$ cat config.mk
export PLATFORM = sky130hd
export DESIGN_NAME = dp_ram_stream_fifo
export DESIGN_NICKNAME = d
export VERILOG_FILES = /design/src/rtl/dp_ram_stream_fifo_pkg.sv /design/src/rtl/dp_ram_stream_fifo_mem_2p.sv /design/src/rtl/dp_ram_stream_fifo.sv
export SDC_FILE = /design/constraint.sdc
export NUM_CORES = 1
export LEC_CHECK = 0
export CAP_MARGIN = 20
export CORE_ASPECT_RATIO = 0.5
export CORE_MARGIN = 5
export CORE_UTILIZATION = 35
export CTS_CLUSTER_DIAMETER = 200
export DETAILED_ROUTE_END_ITERATION = 8
export PLACE_DENSITY = 0.63
export SYNTH_ARGS = -nofsm -noshare
export SYNTH_HDL_FRONTEND = slang
export SYNTH_SLANG_ARGS = --single-unit
$ cat constraint.sdc
create_clock -name clk -period 2.5 [get_ports clk]
set_clock_uncertainty 0.15 [all_clocks]
set_input_delay 0.5 -clock clk [delete_from_list [all_inputs] [get_ports clk]]
set_output_delay 0.5 -clock clk [all_outputs]
set_load 0.03 [all_outputs]
$ cat src/rtl/dp_ram_stream_fifo_pkg.sv
// Purpose : shared defaults and pointer/occupancy types for dp_ram_stream_fifo.
// Latency : n/a (declarations only).
// Backpr. : n/a.
package dp_ram_stream_fifo_pkg;

  localparam int DEF_DATA_WIDTH    = 8;
  localparam int DEF_ADDRESS_WIDTH = 4;
  localparam int DEF_DEPTH         = 1 << DEF_ADDRESS_WIDTH;

  // Occupancy needs one extra bit: the array alone can hold DEPTH words, and
  // the output register adds one more, so level ranges 0..DEPTH+1.
  typedef logic [DEF_ADDRESS_WIDTH:0]   level_t;
  typedef logic [DEF_ADDRESS_WIDTH-1:0] ptr_t;

endpackage

$ cat src/rtl/dp_ram_stream_fifo_mem_2p.sv
// Purpose : two-port storage array, port 1 write-only, port 2 read-only.
// Latency : write lands at the clock edge; read data is combinational from raddr_i.
// Backpr. : none; the caller decides when to write.
// Ports   : clk, wr_en_i/waddr_i/wdata_i (write port), raddr_i -> rdata_o (read port).
module fifo_mem_2p #(
  parameter int DATA_WIDTH    = 8,
  parameter int ADDRESS_WIDTH = 4
) (
  input  logic                     clk,
  input  logic                     wr_en_i,
  input  logic [ADDRESS_WIDTH-1:0] waddr_i,
  input  logic [DATA_WIDTH-1:0]    wdata_i,
  input  logic [ADDRESS_WIDTH-1:0] raddr_i,
  output logic [DATA_WIDTH-1:0]    rdata_o
);

  // Contents are deliberately not reset; the pointer logic never reads an
  // entry that has not been written since the last reset or flush.
  logic [DATA_WIDTH-1:0] mem_q [1 << ADDRESS_WIDTH];

  always_ff @(posedge clk) begin
    if (wr_en_i) begin
      mem_q[waddr_i] <= wdata_i;
    end
  end

  assign rdata_o = mem_q[raddr_i];

endmodule

$ cat src/rtl/dp_ram_stream_fifo.sv
// Purpose : stream FIFO over a two-port array with a registered show-ahead head word.
// Latency : a word written into an empty FIFO is on out_data the cycle after the write edge (bypass).
// Backpr. : in_ready drops when the array is full, en is low or clr is high; no same-cycle pop pass-through.
// Ports   : clk/rst_n, en (freeze), clr (flush), in_* (producer handshake),
//           out_* (consumer handshake), level/full/empty (status).
module dp_ram_stream_fifo
  import dp_ram_stream_fifo_pkg::*;
#(
  parameter int DATA_WIDTH    = DEF_DATA_WIDTH,
  parameter int ADDRESS_WIDTH = DEF_ADDRESS_WIDTH,
  parameter int DEPTH         = DEF_DEPTH   // must equal 2**ADDRESS_WIDTH; pointers wrap naturally
) (
  input  logic                     clk,
  input  logic                     rst_n,
  input  logic                     en,
  input  logic                     clr,
  input  logic [DATA_WIDTH-1:0]    in_data,
  input  logic                     in_valid,
  output logic                     in_ready,
  output logic [DATA_WIDTH-1:0]    out_data,
  output logic                     out_valid,
  input  logic                     out_ready,
  output logic [ADDRESS_WIDTH:0]   level,
  output logic                     full,
  output logic                     empty
);

  localparam logic [ADDRESS_WIDTH:0]   DEPTH_L = DEPTH[ADDRESS_WIDTH:0];
  localparam logic [ADDRESS_WIDTH:0]   CNT_ONE = {{ADDRESS_WIDTH{1'b0}}, 1'b1};
  localparam logic [ADDRESS_WIDTH-1:0] PTR_ONE = {{(ADDRESS_WIDTH-1){1'b0}}, 1'b1};

  logic [ADDRESS_WIDTH-1:0] wr_ptr_q, wr_ptr_d;
  logic [ADDRESS_WIDTH-1:0] rd_ptr_q, rd_ptr_d;
  logic [ADDRESS_WIDTH:0]   count_q, count_d;
  logic                     out_valid_q, out_valid_d;
  logic [DATA_WIDTH-1:0]    out_data_q, out_data_d;
  logic [DATA_WIDTH-1:0]    mem_rdata;

  logic wr, load_ok, load_arr, bypass, arr_wr;

  // rst_n gating keeps in_ready low for the whole reset window even though
  // count is already zero then.
  assign in_ready = rst_n & en & ~clr & (count_q < DEPTH_L);
  assign wr       = in_valid & in_ready;
  assign load_ok  = en & (~out_valid_q | out_ready);
  assign load_arr = load_ok & (count_q != '0);
  // Bypass only when the array is empty, so no older word can be overtaken.
  assign bypass   = load_ok & (count_q == '0) & wr;
  assign arr_wr   = wr & ~bypass;

  fifo_mem_2p #(
    .DATA_WIDTH   (DATA_WIDTH),
    .ADDRESS_WIDTH(ADDRESS_WIDTH)
  ) u_mem (
    .clk    (clk),
    .wr_en_i(arr_wr),
    .waddr_i(wr_ptr_q),
    .wdata_i(in_data),
    .raddr_i(rd_ptr_q),
    .rdata_o(mem_rdata)
  );

  always_comb begin
    wr_ptr_d    = wr_ptr_q;
    rd_ptr_d    = rd_ptr_q;
    count_d     = count_q;
    out_valid_d = out_valid_q;
    out_data_d  = out_data_q;
    if (clr) begin
      wr_ptr_d    = '0;
      rd_ptr_d    = '0;
      count_d     = '0;
      out_valid_d = 1'b0;
    end else begin
      // load_ok and arr_wr both already include en, so en=0 leaves all state alone.
      if (load_arr) begin
        out_data_d  = mem_rdata;
        out_valid_d = 1'b1;
        rd_ptr_d    = rd_ptr_q + PTR_ONE;
      end else if (bypass) begin
        out_data_d  = in_data;
        out_valid_d = 1'b1;
      end else if (load_ok) begin
        out_valid_d = 1'b0;
      end
      if (arr_wr) begin
        wr_ptr_d = wr_ptr_q + PTR_ONE;
      end
      case ({arr_wr, load_arr})
        2'b10:   count_d = count_q + CNT_ONE;
        2'b01:   count_d = count_q - CNT_ONE;
        default: count_d = count_q;
      endcase
    end
  end

  always_ff @(posedge clk or negedge rst_n) begin
    if (!rst_n) begin
      wr_ptr_q    <= '0;
      rd_ptr_q    <= '0;
      count_q     <= '0;
      out_valid_q <= 1'b0;
      out_data_q  <= '0;
    end else begin
      wr_ptr_q    <= wr_ptr_d;
      rd_ptr_q    <= rd_ptr_d;
      count_q     <= count_d;
      out_valid_q <= out_valid_d;
      out_data_q  <= out_data_d;
    end
  end

  assign out_data  = out_data_q;
  assign out_valid = out_valid_q;
  assign level     = count_q + {{ADDRESS_WIDTH{1'b0}}, out_valid_q};
  assign full      = (count_q == DEPTH_L);
  assign empty     = (level == '0);

endmodule

==> impl_results.md <==
- Final WS setup: -0.175 ns
- Die width: between 150 and 200 µm
- DP Cell Count: 668
- Top cell type's share of synthesized area: 61.0%
- Most common cell in the netlist: edfxtp_1
- Worst setup SP type: flop
- Tightest Pin Transition: about 0.49 ns
- Core area: 17500 µm²
- Failing checks: setup timing
- Synthesized area per cell: ~17 µm²
- Register bit total from synthesis: 150
- Leakage power: 2.76 nW
- Filler Cell Count: ~1500
- Slew Limit Fails: 0
- Clock tree buffer depth: 2
- Routed Antenna Nets: 0
- Post-Syn Nets: 384
- Share of cells above drive strength 1: around two fifths
- Starting Density: between 30% and 40%
- Vias: ~3600
- R2r setup slk: -0.11 ns
- Core Rows: 34
- Final Setup Violations: 2
- Vias in the first global route: about 3700
- Ys Warns: 0
- FMAX: 374 MHz
- Fin crit share: 107%
- RSZ-0062 raised after global routing: true
- Clk slew on worst S/H paths: roughly 0.060 ns
- Data arrival, critical path: just over 2 ns
- RePlAce Congestion: 0.813
- Most area-hungry cell type in the Yosys netlist: edfxtp_1
- Critical path peak fanout: 4
- Gr usage total: between 10 and 15%
- Period minus WS final: approximately 2.7 ns
- Clock root buffer: clkbuf_16
- H-Tree Depth: 4
- Hold Vio Cnt, Final: 0
- Port bufs: 30
- Worst skew pair latency: 0.42 ns
- Die H: around 100 µm
- Antenna Cells: 0
- Final core occ: around 46%
- Top cells by count, synth: 128 x edfxtp_1, 40 x mux4_2, 35 x nand2_1, 22 x dfrtp_1, 20 x nor2_1
- Hold Crit Class: reg2reg
- Area Growth Syn to Fin: 28.8%
- PnR Total Power: 6.80 mW
- GRT overflow: 0
- Clock Sinks: 150
- Final Instance Count excl. Fillers: 704
- Hold-fix buffers, CTS: 0
- Worst IR Drop VDD: 598 µV
- DRT Wirelength: 14700 µm
- Tightest hold margin: between 0.3 and 0.4 ns
- Largest net degree at the start of global routing: 36
- Setup CP Type: reg2out
- CP required: between 1.5 and 2 ns
- Run status: finished with violations
- Drt pass-1 iters: 5
- Worst slew margin: between 60 and 70%
- Die ar.: 20900 µm²
- Leading post-synthesis cells by cell area: edfxtp_1 61%, mux4_2 14%, dfrtp_1 8.7%
- First-pass GRT wire length: between 20000 and 25000 µm
- I/O pins: 31
- Async set-reset flop share out of synthesis: about 15%
- Top FF cell, synth: edfxtp_1
- DR WL/cell: around 21 µm
- Gate Count Post-Synth: between 300 and 400
- Mapped cell area: roughly 6300 µm²
- Setup TNS: -0.280 ns
- Nets@finish: 480
- Critical path endpoint category: primary output
- Max cap viols: 0
- DRT iter0 DRCs: 340
- DRC Markers: 0
- Sequential share of the synthesized area: roughly 70%
- PD cells: roughly 840 nW/µm²
- Synth unique cells: 42
- Initial antenna violation count: 0
- TritonCTS buffer count: 17
- Detailed placement HPWL: approximately 10000 µm
- Post-synth EDFFs: roughly 130
- DR vias/cell: 5.04
- CTS tree: yes
==> final timing paths <==
kind,start,end,depth (start not counted)
worst max-delay path,count_q[0],empty,7
worst min-delay path,out_data[5],out_data[5],2
worst max register to register,count_q[0],count_q[4],11
worst min register to register,out_data[5],out_data[5],2
max in group asynchronous,rst_n,rd_ptr_q[0],2
min in group asynchronous,rst_n,count_q[0],2
==> flip-flops by register name (all words and copies together), names as in the netlist <==
register / cells
rd_ptr_q: 4
count_q: 5
u_mem.mem_q: 128
wr_ptr_q: 4
out_valid: 1
out_data: 8
==> final cells by class <==
| type | count | area (µm²) | area share (%) |
|---|---|---|---|
| tap | 234 | 293 | 3.61 |
| multi-input combinational | 184 | 1980 | 24.4 |
| clock inverter | 11 | 100 | 1.23 |
| sequential | 150 | 4400 | 54.2 |
| clock buffer | 21 | 470 | 5.80 |
| inverter | 8 | 30.0 | 0.370 |
| timing repair buffer | 96 | 842 | 10.4 |
==> worst max-delay path: stages (launching register included) <==
cell     delay, ns
dfrtp_1       0.38
buf_6         0.13
ha_4          0.16
ha_4          0.17
xor2_4        0.15
or3_4         0.34
nor3_4        0.12
buf_6         0.15
==> power breakdown <==
group / internal [mW] / total [mW] / leakage [nW] / switching [mW]
Clock: 1.45 / 2.44 / 0.270 / 0.989
Combinational: 0.702 / 1.49 / 1.06 / 0.789
Sequential: 2.81 / 2.87 / 1.44 / 0.0651
Total: 4.96 / 6.80 / 2.76 / 1.84
==> cells by family after synthesis <==
kind of cell / synth area share, %
compound gates: 3.34
fa+ha+maj: 1.79
mux: 14.5
simple gates: 6.67
xor+xnor: 1.95
buf+inv: 2.05
flops: 69.8
==> placed cells by master (no fill, tap or decap), types with 3 or more instances in the layout <==
master             n
nand2_1           34
o21ai_0            7
xor2_1             6
and2_2             4
buf_12             4
nor2_2             4
ha_1               6
buf_6              4
clkbuf_16         17
mux4_2            40
nor2_1            14
inv_1              8
clkinvlp_4         4
edfxtp_1         128
dfrtp_1           20
buf_4             62
dlygate4sd2_1      3
a21oi_1           11
nor3_4             5
nor4_2             5
clkdlybuf4s50_1   22
clkbuf_8           3
xnor2_1            5
==> per-stage QoR <==
step / setup WS (ns) / instance area (µm²)
after global placement: -0.248 / 7460
after global routing: -0.239 / 8110
after detailed placement: -0.278 / 7460
after CTS: -0.227 / 8090
after floorplan: -0.0945 / 6460
final: -0.175 / 8110
==> repair_timing <==
item,4_1_cts,5_1_grt
gates resized for setup,14,4
buffers inserted,1,3
pin swaps,2,7
setup endpoints to repair,8,134
==> per-layer routing <==
metal | track usage, % | vias up | routed length, µm
li1 | - | 1597 | -
met1 | 20.2 | 1844 | 6610
met2 | 22.7 | 98 | 6940
met3 | 4.60 | 12 | 1010
met4 | 3.92 | 0 | 176
met5 | 0 | - | 0
(Power assumes the default switching activity.)
